### src/rtl/lc3_mem_arbiter_if.sv
// Bus bundle for the LC3 memory arbiter: CPU and DMA request ports plus the shared memory port.
// master = requesters and memory array, slave = the arbiter itself.
interface lc3_mem_arbiter_if #(
  parameter int ADDR_W = 16,
  parameter int DATA_W = 16
);
  logic              cpu_req;
  logic              cpu_we;
  logic [ADDR_W-1:0] cpu_addr;
  logic [DATA_W-1:0] cpu_wdata;
  logic [DATA_W-1:0] cpu_rdata;
  logic              cpu_rdy;

  logic              dma_req;
  logic              dma_we;
  logic [ADDR_W-1:0] dma_addr;
  logic [DATA_W-1:0] dma_wdata;
  logic [DATA_W-1:0] dma_rdata;
  logic              dma_rdy;

  logic              mem_en;
  logic              mem_we;
  logic [ADDR_W-1:0] mem_addr;
  logic [DATA_W-1:0] mem_wdata;
  logic [DATA_W-1:0] mem_rdata;

  logic              owner;
  logic              busy;

  modport master (
    output cpu_req, cpu_we, cpu_addr, cpu_wdata,
    input  cpu_rdata, cpu_rdy,
    output dma_req, dma_we, dma_addr, dma_wdata,
    input  dma_rdata, dma_rdy,
    input  mem_en, mem_we, mem_addr, mem_wdata,
    output mem_rdata,
    input  owner, busy
  );

  modport slave (
    input  cpu_req, cpu_we, cpu_addr, cpu_wdata,
    output cpu_rdata, cpu_rdy,
    input  dma_req, dma_we, dma_addr, dma_wdata,
    output dma_rdata, dma_rdy,
    output mem_en, mem_we, mem_addr, mem_wdata,
    input  mem_rdata,
    output owner, busy
  );
endinterface

### src/rtl/lc3_mem_arbiter.sv
// Two-requester (CPU/DMA) arbiter for the single LC3 memory port, one access at a time.
// Define LC3_ARB_ROUND_ROBIN_EN for round-robin ties; otherwise the CPU has fixed priority.
module lc3_mem_arbiter #(
  parameter int ADDR_W      = 16,
  parameter int DATA_W      = 16,
  parameter int WAIT_CYCLES = 2
) (
  input logic               clk,
  input logic               rst,
  lc3_mem_arbiter_if.slave  bus
);

  typedef enum logic [1:0] {
    S_IDLE   = 2'd0,
    S_ACCESS = 2'd1,
    S_DONE   = 2'd2
  } state_t;

  localparam logic [3:0] CNT_LOAD = 4'(WAIT_CYCLES - 1);

  state_t            state_q, state_d;
  logic [3:0]        cnt_q, cnt_d;
  logic              we_q, we_d;
  logic [ADDR_W-1:0] addr_q, addr_d;
  logic [DATA_W-1:0] wdata_q, wdata_d;
  logic              owner_q, owner_d;
  logic [DATA_W-1:0] cpu_rdata_q, cpu_rdata_d;
  logic [DATA_W-1:0] dma_rdata_q, dma_rdata_d;
  logic              cpu_rdy_q, cpu_rdy_d;
  logic              dma_rdy_q, dma_rdy_d;
  logic              grant_dma;
  logic              any_req;

`ifdef LC3_ARB_ROUND_ROBIN_EN
  // 1 = DMA wins the next tie; always points at the loser of the last grant.
  logic              rr_q, rr_d;
  assign grant_dma = bus.dma_req & (~bus.cpu_req | rr_q);
`else
  assign grant_dma = bus.dma_req & ~bus.cpu_req;
`endif

  assign any_req = bus.cpu_req | bus.dma_req;

  always_ff @(posedge clk or posedge rst) begin
    if (rst) begin
      state_q     <= S_IDLE;
      cnt_q       <= '0;
      we_q        <= 1'b0;
      addr_q      <= '0;
      wdata_q     <= '0;
      owner_q     <= 1'b0;
      cpu_rdata_q <= '0;
      dma_rdata_q <= '0;
      cpu_rdy_q   <= 1'b0;
      dma_rdy_q   <= 1'b0;
`ifdef LC3_ARB_ROUND_ROBIN_EN
      rr_q        <= 1'b0;
`endif
    end else begin
      state_q     <= state_d;
      cnt_q       <= cnt_d;
      we_q        <= we_d;
      addr_q      <= addr_d;
      wdata_q     <= wdata_d;
      owner_q     <= owner_d;
      cpu_rdata_q <= cpu_rdata_d;
      dma_rdata_q <= dma_rdata_d;
      cpu_rdy_q   <= cpu_rdy_d;
      dma_rdy_q   <= dma_rdy_d;
`ifdef LC3_ARB_ROUND_ROBIN_EN
      rr_q        <= rr_d;
`endif
    end
  end

  always_comb begin
    state_d     = state_q;
    cnt_d       = cnt_q;
    we_d        = we_q;
    addr_d      = addr_q;
    wdata_d     = wdata_q;
    owner_d     = owner_q;
    cpu_rdata_d = cpu_rdata_q;
    dma_rdata_d = dma_rdata_q;
    cpu_rdy_d   = 1'b0;
    dma_rdy_d   = 1'b0;
`ifdef LC3_ARB_ROUND_ROBIN_EN
    rr_d        = rr_q;
`endif

    case (state_q)
      S_IDLE: begin
        if (any_req) begin
          owner_d = grant_dma;
          we_d    = grant_dma ? bus.dma_we    : bus.cpu_we;
          addr_d  = grant_dma ? bus.dma_addr  : bus.cpu_addr;
          wdata_d = grant_dma ? bus.dma_wdata : bus.cpu_wdata;
          cnt_d   = CNT_LOAD;
          state_d = S_ACCESS;
`ifdef LC3_ARB_ROUND_ROBIN_EN
          rr_d    = ~grant_dma;
`endif
        end
      end

      S_ACCESS: begin
        if (cnt_q == 4'd0) begin
          // rdy and rdata register together so both appear in the DONE cycle.
          if (!we_q) begin
            if (owner_q) dma_rdata_d = bus.mem_rdata;
            else         cpu_rdata_d = bus.mem_rdata;
          end
          if (owner_q) dma_rdy_d = 1'b1;
          else         cpu_rdy_d = 1'b1;
          state_d = S_DONE;
        end else begin
          cnt_d = cnt_q - 4'd1;
        end
      end

      S_DONE: begin
        state_d = S_IDLE;
      end

      default: begin
        state_d = S_IDLE;
      end
    endcase
  end

  assign bus.mem_en    = (state_q == S_ACCESS);
  assign bus.mem_we    = (state_q == S_ACCESS) & we_q;
  assign bus.mem_addr  = addr_q;
  assign bus.mem_wdata = wdata_q;
  assign bus.cpu_rdata = cpu_rdata_q;
  assign bus.dma_rdata = dma_rdata_q;
  assign bus.cpu_rdy   = cpu_rdy_q;
  assign bus.dma_rdy   = dma_rdy_q;
  assign bus.owner     = owner_q;
  assign bus.busy      = (state_q != S_IDLE);

endmodule

### src/flat_wrapper.sv
// flat-port wrapper written by rule: the top's interface ports become plain ports
module lc3_mem_arbiter_flat 
#(
  parameter int ADDR_W      = 16,
  parameter int DATA_W      = 16,
  parameter int WAIT_CYCLES = 2
)
  (clk, rst, bus_cpu_req, bus_cpu_we, bus_cpu_addr, bus_cpu_wdata, bus_cpu_rdata, bus_cpu_rdy, bus_dma_req, bus_dma_we, bus_dma_addr, bus_dma_wdata, bus_dma_rdata, bus_dma_rdy, bus_mem_en, bus_mem_we, bus_mem_addr, bus_mem_wdata, bus_mem_rdata, bus_owner, bus_busy);
  lc3_mem_arbiter_if #(.ADDR_W(ADDR_W), .DATA_W(DATA_W)) bus_i ();
  input logic clk;
  input logic rst;
  input wire logic [$bits(bus_i.cpu_req)-1:0] bus_cpu_req;
  input wire logic [$bits(bus_i.cpu_we)-1:0] bus_cpu_we;
  input wire logic [$bits(bus_i.cpu_addr)-1:0] bus_cpu_addr;
  input wire logic [$bits(bus_i.cpu_wdata)-1:0] bus_cpu_wdata;
  output wire logic [$bits(bus_i.cpu_rdata)-1:0] bus_cpu_rdata;
  output wire logic [$bits(bus_i.cpu_rdy)-1:0] bus_cpu_rdy;
  input wire logic [$bits(bus_i.dma_req)-1:0] bus_dma_req;
  input wire logic [$bits(bus_i.dma_we)-1:0] bus_dma_we;
  input wire logic [$bits(bus_i.dma_addr)-1:0] bus_dma_addr;
  input wire logic [$bits(bus_i.dma_wdata)-1:0] bus_dma_wdata;
  output wire logic [$bits(bus_i.dma_rdata)-1:0] bus_dma_rdata;
  output wire logic [$bits(bus_i.dma_rdy)-1:0] bus_dma_rdy;
  output wire logic [$bits(bus_i.mem_en)-1:0] bus_mem_en;
  output wire logic [$bits(bus_i.mem_we)-1:0] bus_mem_we;
  output wire logic [$bits(bus_i.mem_addr)-1:0] bus_mem_addr;
  output wire logic [$bits(bus_i.mem_wdata)-1:0] bus_mem_wdata;
  input wire logic [$bits(bus_i.mem_rdata)-1:0] bus_mem_rdata;
  output wire logic [$bits(bus_i.owner)-1:0] bus_owner;
  output wire logic [$bits(bus_i.busy)-1:0] bus_busy;
  assign bus_i.cpu_req = bus_cpu_req;
  assign bus_i.cpu_we = bus_cpu_we;
  assign bus_i.cpu_addr = bus_cpu_addr;
  assign bus_i.cpu_wdata = bus_cpu_wdata;
  assign bus_cpu_rdata = bus_i.cpu_rdata;
  assign bus_cpu_rdy = bus_i.cpu_rdy;
  assign bus_i.dma_req = bus_dma_req;
  assign bus_i.dma_we = bus_dma_we;
  assign bus_i.dma_addr = bus_dma_addr;
  assign bus_i.dma_wdata = bus_dma_wdata;
  assign bus_dma_rdata = bus_i.dma_rdata;
  assign bus_dma_rdy = bus_i.dma_rdy;
  assign bus_mem_en = bus_i.mem_en;
  assign bus_mem_we = bus_i.mem_we;
  assign bus_mem_addr = bus_i.mem_addr;
  assign bus_mem_wdata = bus_i.mem_wdata;
  assign bus_i.mem_rdata = bus_mem_rdata;
  assign bus_owner = bus_i.owner;
  assign bus_busy = bus_i.busy;
  lc3_mem_arbiter #(.ADDR_W(ADDR_W), .DATA_W(DATA_W), .WAIT_CYCLES(WAIT_CYCLES)) u_core (.clk(clk), .rst(rst), .bus(bus_i));
endmodule
### config.mk
export PLATFORM = sky130hd
export DESIGN_NAME = lc3_mem_arbiter_flat
export DESIGN_NICKNAME = d
export VERILOG_FILES = /design/src/rtl/lc3_mem_arbiter_if.sv /design/src/rtl/lc3_mem_arbiter.sv /design/src/flat_wrapper.sv
export SDC_FILE = /design/constraint.sdc
export NUM_CORES = 1
export LEC_CHECK = 0
export ABC_AREA = 1
export CORE_ASPECT_RATIO = 0.7
export CORE_MARGIN = 5
export CORE_UTILIZATION = 40
export DETAILED_ROUTE_END_ITERATION = 6
export PLACE_DENSITY = 0.77
export REMOVE_ABC_BUFFERS = 1
export SYNTH_ARGS = -nofsm -noshare
export SYNTH_HDL_FRONTEND = slang
export SYNTH_SLANG_ARGS = --single-unit
### constraint.sdc
create_clock -name clk -period 2.56 [get_ports clk]
set_input_delay 0.512 -clock clk [delete_from_list [all_inputs] [get_ports clk]]
set_output_delay 0.512 -clock clk [all_outputs]
set_load 0.005 [all_outputs]
==> results.yml, run 1 <==
timing:
  final.min_clock_period_ns: 2.027
  max_slew_margin: 0.2926
  timing.final.setup_violations: 0
  rsz_0062_raised_after_global_routing: "false"
  timing.hold.ws_ns: 0.4705
  slew_worst_pin_ns: 1.060
  timing.fmax_mhz: 493.4
  final.setup.worst_slack_ns: 0.5332
  timing_max_transition_violations_final: 0
  hold_viol_final: 0
  setup_skew_after_layout_ns: 0.008269
  share_of_the_clock_period_used_by_the_worst_path_after_layout: 0.7917
  finalSetupTns_ns: 0
critical_path:
  crit_path_cell_trace: "inv_2 > nand2_4 > nor2_1 > clkdlybuf4s50_1"
  cp-end-kind: "primary output"
  start_kind: "flip-flop"
  worstPathRequired_ns: 2.05
  cpPeakStageDelay_ns: 0.52
  worst_r2r_path_depth: 5
  path_class: "reg2out"
  crit_buf_inv: 2
  timing.critical_path.slowest_stage_cell: "clkdlybuf4s50_1"
  largest_delay_share_family_worst_path: "buffers and inverters"
  crit_arrival_ns: 1.51
  critPathMaxFanout: 9
  critical_path_depth: 4
route:
  routed-via-count: 3067
  routed_via_density: 4.838
  remaining_drc_errors: 0
  antenna_left: 0
  routedWlPerCell_um: 15.12
  route.final.wire_length_mm: 9.584
  detail_route.iter0.violations: 133
  drtPass1Iterations: 4
clocking:
  cts_sinks: 74
  cts.root.buffer_cell: "clkbuf_16"
  worstSkewPairLatency_ns: 0.33
  cts.repair.resized: 0
  cts-htree-levels: 3
  max-clock-path-buffers: 2
  tritoncts: "done"
  tritoncts.num_buffers: 9
  ctsHoldBuffers: 0
  cts.repair_timing.setup_buffer_count: 0
  clkSlewWorstSetupHoldPaths_ns: 0.06
die:
  y_dimension_of_the_die_um: 84.81
  num_rows: 27
  die-area_um2: 9912
  fp.coreArea_um2: 7838
  ioPinCount: 156
  floorplan.initialDensity: 0.4080
  dieWidth_um: 116.9
global_routing:
  pin_count_of_the_biggest_net_entering_global_routing: 49
  antenna_found_initial: 0
  via_count_of_the_first_global_routing_pass: 3263
  grt_usage: 0.2016
  grt_overflow: 0
  global_route_wire_length_before_repair_mm: 15.90
synthesis:
  synth_top_family_by_area: "simple AND/OR/NAND/NOR gates"
  ys_seq_elements: 74
  synth_compound_area_frac: 0.1142
  postSynthAreaPerCell_um2: 8.597
  synth-warning-count: 0
  synth_seq_area_share: 0.5790
  synth-adder-area-share: 0.003912
  syn_area_um2: 3198
  synthDistinctLibCells: 23
  post_synth_mux_area_share: 0
  yosys.area_share.xor_xnor: 0
  synthSimpleGateAreaFrac: 0.2574
  syn_inst: 372
place:
  place.detailed.instances: 618
  half_perimeter_wire_length_of_the_detailed_placement_result_mm: 6.980
  post_place_worst_slack_ns: 0.2706
  routabilityCongestion: 0.7992
  numPortBuffers: 155
pwr:
  seq_power_share: 0.338
  p_sw_frac: 0.3379
  p_comb_frac: 0.445
  design_power_total_uw: 6169
  static-leakage-power_uw: 0.002285
  part_of_the_power_in_the_clock_network: 0.217
  power.density_cell_area_nw_per_um2: 1193
  total_switching_power_uw: 2085
  irDropWorstVdd_mv: 0.9729
  power.internal_uw: 4085
cells_and_area:
  finish.net_count: 615
  final_cells: 634
  diodes_inserted: 0
  flow.area_growth_from_synthesis_pct: 61.70
  final_layout_size_suffix_gt1_frac: 0.06754
job:
  max_cap_viol_count: 0
worst_hold_path:
  hold-path-cell-count: 2
  path_type_of_the_worst_min_delay_path: "reg2reg"
status:
  result_of_the_run: "completed"
layout by cell type, fill, tap and decap left out, types with 2 or more instances in the layout:
cell type,instances
a21oi_1,67
buf_4,8
bufinv_16,2
clkbuf_16,9
clkdlybuf4s50_1,155
clkinv_2,2
dfrtp_1,74
inv_1,9
inv_2,3
nand2_1,127
nand2_2,2
nand3_1,18
nand3_4,2
nor2_1,38
o21ai_0,5
logic make-up (layout without fill, tap and decap cells):
family,after synthesis,count (layout)
and+or+nand+nor,193,193
DFF,74,74
AOI/OAI and AO/OA,73,73
buffers and inverters,31,192
adders and majority gates,1,1
cell type report:
class,instances,area [µm²]
fill,664,2666
clock buffer,10,229.0
sequential,74,1852
tap,101,126.4
clock inverter,6,90.09
multi-input combinational,267,1212
inverter,13,50.05
timing repair buffer,163,1612
cells in the mapped netlist:
library cell / count / area (µm²)
a21oi_1: 67 / 335.3
buf_2: 13 / 65.06
buf_4: 1 / 7.510
buf_6: 1 / 11.26
clkbuf_1: 3 / 11.26
clkinv_2: 1 / 5.000
dfrtp_1: 74 / 1852
ha_1: 1 / 12.51
inv_1: 10 / 37.54
inv_2: 2 / 7.510
nand2_1: 127 / 476.7
nand2_2: 2 / 12.51
nand2_4: 1 / 11.26
nand3_1: 18 / 90.09
nand3_4: 2 / 35.03
nor2_1: 38 / 142.6
nor2_2: 1 / 6.260
nor2_8: 1 / 20.02
nor3_1: 1 / 5.000
nor3_4: 1 / 16.27
nor3b_1: 1 / 7.510
o21ai_0: 5 / 25.02
o21ai_1: 1 / 5.000
tightest hold or removal path: stages (launching register included):
cell	delay [ns]
dfrtp_1	0.34
nand2_1	0.05
nand2_1	0.05
power by group through the flow:
stage	registers [µW]	logic, µW	clock network, µW
floorplan	2110	1110	0
global placement	2080	2720	0
detailed placement	2090	2780	0
CTS	2090	2800	1370
global route	2170	3050	1430
finish	2080	2750	1340
worst paths after layout:
| check | slack, ns | start | endpoint |
|---|---|---|---|
| max | 0.53 | u_core.state_q[1] | bus_mem_we |
| min | 0.47 | u_core.bus.cpu_rdata[5] | u_core.bus.cpu_rdata[5] |
| max reg2reg | 0.74 | u_core.state_q[0] | u_core.bus.mem_addr[2] |
| min reg2reg | 0.47 | u_core.bus.cpu_rdata[5] | u_core.bus.cpu_rdata[5] |
| max in group asynchronous | 1.45 | rst | u_core.bus.mem_addr[14] |
| min in group asynchronous | 0.59 | rst | u_core.bus.cpu_rdata[2] |
sequential cells by signal, indices dropped and copies added (netlist names):
signal                count
u_core.bus.mem_wdata     16
u_core.bus.owner          1
u_core.bus.dma_rdy        1
u_core.we_q               1
u_core.bus.cpu_rdy        1
u_core.state_q            2
u_core.bus.dma_rdata     16
u_core.cnt_q              4
u_core.bus.mem_addr      16
u_core.bus.cpu_rdata     16
routing by layer:
| layer | vias up | track usage | wire length, µm |
|---|---|---|---|
| met3 | 19 | 0.05061 | 596 |
| met5 | - | 0 | 0 |
| met1 | 1446 | 0.2708 | 4171 |
| met4 | 0 | 0.07708 | 280 |
| met2 | 91 | 0.3149 | 4536 |
| li1 | 1511 | - | - |
stage by stage:
| stage | util | instance area [µm²] |
|---|---|---|
| 4_1_cts | 0.6598 | 5171 |
| 5_1_grt | 0.6598 | 5171 |
| 3_3_place_gp | 0.6191 | 4852 |
| 3_5_place_dp | 0.6191 | 4852 |
| 6_report | 0.6598 | 5171 |
| 2_1_floorplan | - | 3103 |
Note: power is estimated with default switching activity, not from simulation.
==> run 2, diff against run 1 <==
- clock period: 2.56 -> 1.9 ns (I/O delays scaled with it)
==> run 2 against run 1 <==
  * Combinational power grew 42%
  * Highest routed layer unchanged
  * Design area grew 1.7%
  * First-iteration DRC count grew 35%
==> results.yml, run 2 (synthesized netlist as in run 1, its figures left out) <==
critical_path:
  start_kind: "flip-flop"
  critPathMaxFanout: 3
  worstPathRequired_ns: 1.52
  path_class: "reg2out"
  crit_arrival_ns: 1.44
  cp-end-kind: "primary output"
global_routing:
  antenna_found_initial: 0
  pin_count_of_the_biggest_net_entering_global_routing: 40
  global_route_wire_length_before_repair_mm: 16.91
  via_count_of_the_first_global_routing_pass: 3457
  grt_usage: 0.2155
  grt_overflow: 0
pwr:
  irDropWorstVdd_mv: 0.7669
  power.density_cell_area_nw_per_um2: 1639
  static-leakage-power_uw: 0.002339
cells_and_area:
  final_common_cell: "clkdlybuf4s50_1"
  most_frequent_cells_in_the_layout: "154 x clkdlybuf4s50_1, 127 x nand2_1, 74 x dfrtp_1"
  final_layout_size_suffix_gt1_frac: 0.08148
  finish.utilization: 0.6713
  final.fill_count: 631
  flow.area_growth_from_synthesis_pct: 64.52
  diodes_inserted: 0
  finish.net_count: 623
route:
  antenna_left: 0
  remaining_drc_errors: 0
  routed_via_density: 4.920
  routed-via-count: 3154
  routedWlPerCell_um: 15.88
  drtPass1Iterations: 4
  detail_route.iter0.violations: 179
  route.final.wire_length_mm: 10.18
clocking:
  cts-htree-levels: 3
  max-clock-path-buffers: 2
  cts.root.buffer_cell: "clkbuf_16"
  tritoncts.num_buffers: 9
  tritoncts: "done"
  clkSlewWorstSetupHoldPaths_ns: 0.06
  worstSkewPairLatency_ns: 0.32
  cts_sinks: 74
  ctsHoldBuffers: 0
timing:
  slew_worst_pin_ns: 0.5006
  setup_skew_after_layout_ns: 0.006911
  share_of_the_clock_period_used_by_the_worst_path_after_layout: 0.9553
  timing_max_transition_violations_final: 0
  timing.hold.ws_ns: 0.4715
  final.setup.worst_slack_ns: 0.08485
  finalSetupTns_ns: 0
  timing.fmax_mhz: 550.9
  max_slew_margin: 0.6663
  hold_viol_final: 0
  timing.final.setup_violations: 0
  final.min_clock_period_ns: 1.815
  rsz_0062_raised_after_global_routing: "false"
place:
  numPortBuffers: 155
  half_perimeter_wire_length_of_the_detailed_placement_result_mm: 7.709
  post_place_worst_slack_ns: 0.2360
  routabilityCongestion: 0.7934
die:
  dieWidth_um: 116.9
  die-area_um2: 9912
  ioPinCount: 156
  fp.coreArea_um2: 7838
  num_rows: 27
  floorplan.initialDensity: 0.4080
  y_dimension_of_the_die_um: 84.81
status:
  result_of_the_run: "completed"
worst_hold_path:
  path_type_of_the_worst_min_delay_path: "reg2reg"
job:
  max_cap_viol_count: 0
==> run 2: changes by cell type in the layout (fill, tap and decap cells not counted), sizes merged <==
cell	change
bufinv	+1
clkinv	-2
inv	+1
clkbuf	-1
buf	+8
clkdlybuf4s50	-1
dlygate4sd2	+1
==> run 2: path summary, 6_finish.rpt <==
kind	start	to	slack, ns	depth (start not counted)
setup / recovery	u_core.state_q[1]	bus_mem_en	0.08	4
hold / removal	u_core.bus.cpu_rdata[9]	u_core.bus.cpu_rdata[9]	0.47	2
setup reg to reg	u_core.cnt_q[0]	u_core.bus.cpu_rdata[1]	0.27	7
hold reg to reg	u_core.bus.cpu_rdata[9]	u_core.bus.cpu_rdata[9]	0.47	2
max in group asynchronous	rst	u_core.bus.cpu_rdata[5]	1.05	3
min in group asynchronous	rst	u_core.cnt_q[1]	0.49	3
==> run 2: cell type report <==
cell class	instances	area (µm²)	area share
clock buffers	9	225.2	0.04281
inverters	13	51.30	0.009750
flip-flops and latches	74	1852	0.3520
clock inverters	6	115.1	0.02188
repair buffers	171	1670	0.3175
well taps	101	126.4	0.02402
multi-input cells	267	1221	0.2321
==> run 2: where the power goes <==
group          internal [µW]  switching (µW)
logic                   2090            1820
clock network           1280             632
registers               2360             447
total                   5730            2900
==> run 2: critical path, stage by stage, from the launching register on <==
cell and delay [ns]:
dfrtp_1 0.39, inv_2 0.11, nand2_8 0.06, inv_4 0.06
clkdlybuf4s50_1 0.49
==> run 2: per-layer routing <==
metal | routed length (µm) | global-route usage | share of wire | up-vias
met5 | 0 | 0 | 0 | -
li1 | - | - | - | 1525
met2 | 5129 | 0.3578 | 0.50 | 104
met3 | 719 | 0.05845 | 0.071 | 11
met4 | 177 | 0.06563 | 0.017 | 0
met1 | 4154 | 0.2754 | 0.41 | 1514
==> run 2: repair_timing <==
item | 4_1_cts | 5_1_grt
pin swaps | 0 | 0
setup endpoints to repair | 1 | 1
gates resized for setup | 1 | 2
hold endpoints to repair | 0 | 0
setup buffers | 0 | 2
==> run 2: per-stage QoR <==
stage	total power (µW)	area [µm²]	std cells
3_5_place_dp	6695	4897	624
6_report	8625	5261	641
5_1_grt	9266	5261	641
3_3_place_gp	6549	4897	624
4_1_cts	8662	5236	639
2_1_floorplan	4346	3103	354
